$ cat config.mk
export PLATFORM = sky130hd
export DESIGN_NAME = mcu_el2_lsu_clkgate_ctrl
export DESIGN_NICKNAME = d
export VERILOG_FILES = /design/src/rtl/mcu_el2_pkg.sv /design/src/rtl/mcu_el2_clkgate_ch.sv /design/src/rtl/mcu_rvoclkhdr.sv /design/src/rtl/mcu_el2_lsu_clkgate_ctrl.sv
export SDC_FILE = /design/constraint.sdc
export NUM_CORES = 1
export LEC_CHECK = 0
export CORE_ASPECT_RATIO = 0.9
export CORE_MARGIN = 2
export CORE_UTILIZATION = 35
export DETAILED_ROUTE_END_ITERATION = 6
export SYNTH_ARGS = -nofsm -noshare
export SYNTH_HDL_FRONTEND = slang
export SYNTH_HIERARCHICAL = 1
export SYNTH_SLANG_ARGS = --single-unit
export TNS_END_PERCENT = 10
$ cat constraint.sdc
create_clock -name clk -period 1.9 [get_ports clk]
set_clock_uncertainty 0.05 [all_clocks]
set_input_delay 0.38 -clock clk [delete_from_list [all_inputs] [get_ports clk]]
set_output_delay 0.38 -clock clk [all_outputs]
set_load 0.02 [all_outputs]
$ cat src/rtl/mcu_el2_pkg.sv
// Shared types for the LSU clock-gate controller: channel state encoding and stat width.
package mcu_el2_pkg;

  localparam int MCU_CLKGATE_STAT_W = 32;

  typedef enum logic [1:0] {CG_IDLE, CG_ACTIVE, CG_HOLD} mcu_el2_cg_state_t;

  // A live request always wins over a draining hold-off counter.
  function automatic mcu_el2_cg_state_t cg_state(input logic req_eff, input logic cnt_nz);
    if (req_eff)     return CG_ACTIVE;
    else if (cnt_nz) return CG_HOLD;
    else             return CG_IDLE;
  endfunction

endpackage

$ cat src/rtl/mcu_el2_clkgate_ch.sv
// One gated-clock channel: request register, hold-off counter, enable, header.
// Per-channel enabled-cycle counter exists only with MCU_LSU_CLKGATE_STATS_EN.
module mcu_el2_clkgate_ch
  import mcu_el2_pkg::*;
#(
  parameter int HOLD_W = 4,
  parameter bit QUAL   = 1'b0
) (
  input  logic                          clk,
  input  logic                          rst_l,
  input  logic                          scan_mode,
  input  logic                          force_en,
  input  logic                          bus_clk_en,
  input  logic                          req,
  input  logic                          chain_req,
  input  logic [HOLD_W-1:0]             cfg_hold,
  input  logic                          stat_clr,
  output logic                          req_q,
  output logic                          clken,
  output logic                          l1clk,
  output logic                          busy,
  output logic [MCU_CLKGATE_STAT_W-1:0] stat_cnt
);

  logic              req_eff;
  logic              cnt_nz;
  logic              en_raw;
  logic [HOLD_W-1:0] cnt;
  mcu_el2_cg_state_t state;

  assign req_eff = req | chain_req;
  assign cnt_nz  = |cnt;
  assign state   = cg_state(req_eff, cnt_nz);

  // Overrides only touch the enable, never cnt/req_q, so tracking resumes cleanly.
  assign en_raw = (state != CG_IDLE) | force_en;
  assign clken  = QUAL ? (en_raw & bus_clk_en) : en_raw;

  always_ff @(posedge clk or negedge rst_l) begin
    if (!rst_l) begin
      req_q <= 1'b0;
      cnt   <= '0;
      busy  <= 1'b0;
    end else begin
      req_q <= req;
      busy  <= cnt_nz;
      case (state)
        CG_ACTIVE: cnt <= cfg_hold;
        CG_HOLD:   cnt <= cnt - 1'b1;
        default:   cnt <= cnt;
      endcase
    end
  end

  mcu_rvoclkhdr u_clkhdr (
    .clk       (clk),
    .en        (clken),
    .scan_mode (scan_mode),
    .l1clk     (l1clk)
  );

`ifdef MCU_LSU_CLKGATE_STATS_EN
  logic [MCU_CLKGATE_STAT_W-1:0] stat_q;

  always_ff @(posedge clk or negedge rst_l) begin
    if (!rst_l)                    stat_q <= '0;
    else if (stat_clr)             stat_q <= '0;
    else if (clken && stat_q != '1) stat_q <= stat_q + 1'b1;
  end

  assign stat_cnt = stat_q;
`else
  logic unused_stat_clr;
  assign unused_stat_clr = stat_clr;
  assign stat_cnt        = '0;
`endif

endmodule

$ cat src/rtl/mcu_rvoclkhdr.sv
// Glitch-free clock header: enable latched while clk is low, then ANDed with clk.
module mcu_rvoclkhdr (
  input  logic clk,
  input  logic en,
  input  logic scan_mode,
  output logic l1clk
);

  logic en_lat;

  always_latch begin
    if (!clk) en_lat = en | scan_mode;
  end

  assign l1clk = clk & en_lat;

endmodule

$ cat src/rtl/mcu_el2_lsu_clkgate_ctrl.sv
// N-channel LSU clock-gate controller: per-channel hold-off, optional chaining and
// bus qualification. Enabled-cycle statistics under MCU_LSU_CLKGATE_STATS_EN.
module mcu_el2_lsu_clkgate_ctrl
  import mcu_el2_pkg::*;
#(
  parameter int                NUM_CH     = 8,
  parameter int                HOLD_W     = 4,
  parameter logic [NUM_CH-1:0] CHAIN_MASK = '0,
  parameter logic [NUM_CH-1:0] QUAL_MASK  = '0
) (
  input  logic                                             clk,
  input  logic                                             rst_l,
  input  logic                                             scan_mode,
  input  logic                                             clk_override,
  input  logic                                             dec_tlu_force_halt,
  input  logic                                             bus_clk_en,
  input  logic [NUM_CH-1:0]                                ch_req,
  input  logic [HOLD_W-1:0]                                cfg_hold,
  output logic [NUM_CH-1:0]                                ch_clken,
  output logic [NUM_CH-1:0]                                ch_l1clk,
  output logic [NUM_CH-1:0]                                ch_busy,
  input  logic [((NUM_CH > 1) ? $clog2(NUM_CH) : 1)-1:0]   stat_sel,
  input  logic                                             stat_clr,
  output logic [MCU_CLKGATE_STAT_W-1:0]                    stat_cnt
);

  logic                                          force_en;
  logic [NUM_CH-1:0]                             req_q;
  logic [NUM_CH-1:0]                             chain_req;
  logic [NUM_CH-1:0][MCU_CLKGATE_STAT_W-1:0]     stat_vec;
  logic                                          unused_last_req_q;

  assign force_en          = clk_override | dec_tlu_force_halt;
  assign unused_last_req_q = req_q[NUM_CH-1];

  for (genvar i = 0; i < NUM_CH; i++) begin : g_ch
    // Chaining uses the raw registered request, so a wake never ripples past one stage.
    if (i == 0) begin : g_head
      assign chain_req[i] = 1'b0;
    end else begin : g_link
      assign chain_req[i] = CHAIN_MASK[i-1] & req_q[i-1];
    end

    mcu_el2_clkgate_ch #(
      .HOLD_W (HOLD_W),
      .QUAL   (QUAL_MASK[i])
    ) u_ch (
      .clk        (clk),
      .rst_l      (rst_l),
      .scan_mode  (scan_mode),
      .force_en   (force_en),
      .bus_clk_en (bus_clk_en),
      .req        (ch_req[i]),
      .chain_req  (chain_req[i]),
      .cfg_hold   (cfg_hold),
      .stat_clr   (stat_clr),
      .req_q      (req_q[i]),
      .clken      (ch_clken[i]),
      .l1clk      (ch_l1clk[i]),
      .busy       (ch_busy[i]),
      .stat_cnt   (stat_vec[i])
    );
  end

  always_comb begin
    stat_cnt = '0;
    if (32'(stat_sel) < NUM_CH) stat_cnt = stat_vec[stat_sel];
  end

endmodule

Word-level counts from Yosys, hierarchy flattened
Memories as Yosys holds them, arrays and structs flattened.
Cells that the tools add are included.
{"block": "op_classes", "reduce_logical": 24, "add_sub_neg": 8, "n_mux": 33, "magnitude_cmp": 1, "eq_ne": 16, "bitwise_logic": 25}
{"operator": "$pmux W4 S2", "count": 8}
{"operator": "$mux W2", "count": 16}
{"operator": "$mux W32", "count": 1}
{"operator": "$reduce_bool A2 Y1", "count": 16}
{"operator": "$reduce_or A4 Y1", "count": 8}
{"operator": "$sub A4 B1 Y4 const B", "count": 8}
{"operator": "$or A1 B1 Y1", "count": 17}
{"operator": "$eq A2 B1 Y1 const B", "count": 8}
{"operator": "$eq A2 B2 Y1 const B", "count": 8}
{"operator": "$and A1 B1 Y1", "count": 8}
{"operator": "$mux W1", "count": 8}
{"operator": "$lt A3 B4 Y1 const B", "count": 1}
{"block": "word_totals", "elab_cells": 132, "mem_bits_ro": 256, "n_memories": 1, "latchBits": 8, "ff_bits": 40}
{"memory": "(name not given)", "words": 8, "word_bits": 32, "rd": 1, "rd_clocked_by_memory_dff": 0, "wr": 0, "line": "mcu_el2_lsu_clkgate_ctrl.sv:67", "source": "if (32'(stat_sel) < NUM_CH) stat_cnt = stat_vec[stat_sel];"}

Logic depth before layout (Yosys ltp)
{"block": "depth", "ltp_word": 7, "mapped_depth": 6}

Modules after synthesis
The synthesis kept the hierarchy.
{"mod": "mcu_el2_clkgate_ch", "seq_area_each_um2": 150.1, "area_per_inst_um2": 550.5, "cells_per_inst": 62, "instances": 8}
{"mod": "mcu_el2_lsu_clkgate_ctrl", "seq_area_each_um2": 0.0, "area_per_inst_um2": 2083.2, "cells_per_inst": 116, "instances": 1}
{"mod": "mcu_rvoclkhdr", "seq_area_each_um2": 0.0, "area_per_inst_um2": 27.5, "cells_per_inst": 3, "instances": 8}

==> results by group <==
Worst setup path
  – Buffers plus inverters on the worst setup path: 1
  – Setup slack, reg-to-reg: 0 ps
  – Max stage delay on crit path: 230 ps
  – Top delay family on crit path: latches
  – Worst flop-to-flop path startpoint: g_ch[7].u_ch/cnt[0]$_DFFE_PN0P_
  – Crit path required time: 1470 ps
  – Worst path cell trace: dlxtn_1 > and2_4 > buf_6
  – Worst Setup SP: g_ch[7].u_ch/u_clkhdr/en_lat$_DLATCH_N_
  – Reg-to-reg endpoint: g_ch[7].u_ch/u_clkhdr/en_lat$_DLATCH_N_
  – WS Path Type: latch to primary output
  – CP Max Fanout: 1
  – CP Capture Type: primary output
  – Critical Path AT: around 2300 ps
  – CP startpoint kind: latch
  – Critical path's slowest cell: dlxtn_1
  – R2R depth: 6

Global route
  – GRT met1 Usage: 11.4%
  – Via count of the first global-routing pass: 3765
  – GRT Overall Usage: 9.95%
  – Met2 GRT Util: between 10% and 20%
  – First-pass GRT wire length: 16000 um
  – Grt ovf: 0
  – GRT busiest layer: met2
  – Initial antenna violation count: 0
  – Largest net degree at the start of global routing: 65
  – Grt met3 use: between 2 and 2.5%

Layout
  – P&R area growth vs syn: 10.2%
  – Fill count: 1849
  – Final non-filler cell area: ~7200 sq um
  – Finished Core Util: around 39%
  – Layout net count: ~800
  – ANT cells: 0
  – Layout cells sized above 1: 30.8%

Floorplanning
  – Die height: about 130 um
  – I/O pin count: 78
  – Initial Util: between 30 and 40%
  – Core Box Area: 18300 sq um
  – Die X: 148 um
  – Full die area: slightly below 20000 sq um
  – Cell row count: 47

Placed design
  – Post-Place Cell Area: 6780 sq um
  – Gpl congestion: 0.744
  – # port buffers: 43
  – Detail Placement HPWL: between 6000 and 7000 um

STA
  – Slew HR: 33.9%
  – Final setup vio count: 24
  – Worst Max-Slew Pin Slew: 992 ps
  – RSZ-0062 raised after global routing: true
  – Final Hold Fails: 0
  – Slew Viols, Final: 0
  – Fin worst setup slack: -810 ps

Drt
  – WL/cell: 9.43 um
  – Final wirelength: between 9000 and 10000 um
  – DRT iter0 DRCs: 97
  – # DRC: 0
  – Via density: 3.82
  – Post-route ant nets: 0
  – First-pass DRT Iterations: 4
  – DR vias: 3777

Clock tree
  – Worst-path clk slew: 60 ps
  – TritonCTS clock tree: yes
  – Skew-Pair Late Insertion Delay: 400 ps

Outcome
  – Status: finished, violations left
  – Failing checks: negative setup slack

Power
  – Leak Pwr: 3.36 nW
  – PwrDens: ~670 nW/um^2
  – Peak supply drop: 0.414 mV

Yosys
  – Syn avg cell area: 10.4 sq um
  – Synth warn: 6
  – Synth Cell Area: 6510 sq um
  – Synth Instances: around 630

Run
  – Max cap viols: 0

Worst hold path
  – Worst hold-check path type: input port to asynchronous set/reset pin
==> what timing repair did <==
item	CTS	global route
hold buffers	1	0
endpoints found under the setup margin	24	24
gates resized for setup	78	5
endpoints found under the hold margin	23	0
pin swaps	3	3
cloned	0	0
buffers inserted	16	3
==> through the flow <==
stage | power (mW) | std cells | worst slack, ps | hold slack (ps) | TNS, ps
floorplan | 2.91 | 883 | -350 | 34.4 | -2800
global placement | 3.18 | 957 | -1120 | 374 | -14670
detailed placement | 3.19 | 957 | -1120 | 374 | -14870
CTS | 4.84 | 986 | -817 | 484 | -8910
global route | 5.10 | 989 | -921 | 510 | -9910
finish | 4.80 | 989 | -810 | 466 | -8490
==> placed cells by master (no fill, tap or decap), drive strengths merged, types with 11 or more instances in the layout <==
| master | n |
|---|---|
| ha | 16 |
| xnor2 | 16 |
| mux2 | 32 |
| o21ai | 16 |
| clkbuf | 11 |
| mux4 | 64 |
| conb | 264 |
| nand2 | 32 |
| or2 | 17 |
| inv | 24 |
| dfrtp | 40 |
| or3 | 16 |
| buf | 106 |
| clkdlybuf4s50 | 24 |
==> routing by layer <==
| metal | vias to the layer above | routed length (um) |
|---|---|---|
| li1 | 1919 | - |
| met1 | 1801 | 3860 |
| met2 | 49 | 4960 |
| met3 | 8 | 417 |
| met4 | 0 | 86 |
| met5 | - | 0 |
==> registers in the layout (all words and copies together), names as in the netlist <==
signal	cells
g_ch.u_ch/busy	8
g_ch.u_ch/u_clkhdr/en_lat	8
g_ch.u_ch/cnt	32
==> where the power goes <==
group	total (mW)	switching (mW)	internal (mW)
logic	1.32	0.609	0.711
clock network	2.37	0.838	1.53
registers	1.11	0.0633	1.05
total	4.80	1.51	3.29
==> worst max path at each step <==
stage | end | slack [ps] | cells after the start
final | ch_l1clk[7] | -810 | 3
after detailed placement | ch_l1clk[0] | -1120 | 2
after global routing | ch_l1clk[7] | -920 | 3
after CTS | ch_l1clk[0] | -820 | 3
after floorplan | ch_l1clk[0] | -350 | 1
after global placement | ch_l1clk[0] | -1120 | 2
==> cell type report <==
cell class              count  area [sq um]  share of cell area [%]
clock buffers              19           323                    4.50
clock inverters             1          30.0                   0.419
inverters                  24          90.1                    1.26
multi-input cells         529          4330                    60.4
flip-flops and latches     48          1120                    15.6
well taps                 245           307                    4.27
repair buffers            123           967                    13.5
Note: power is estimated with default switching activity, not from simulation.
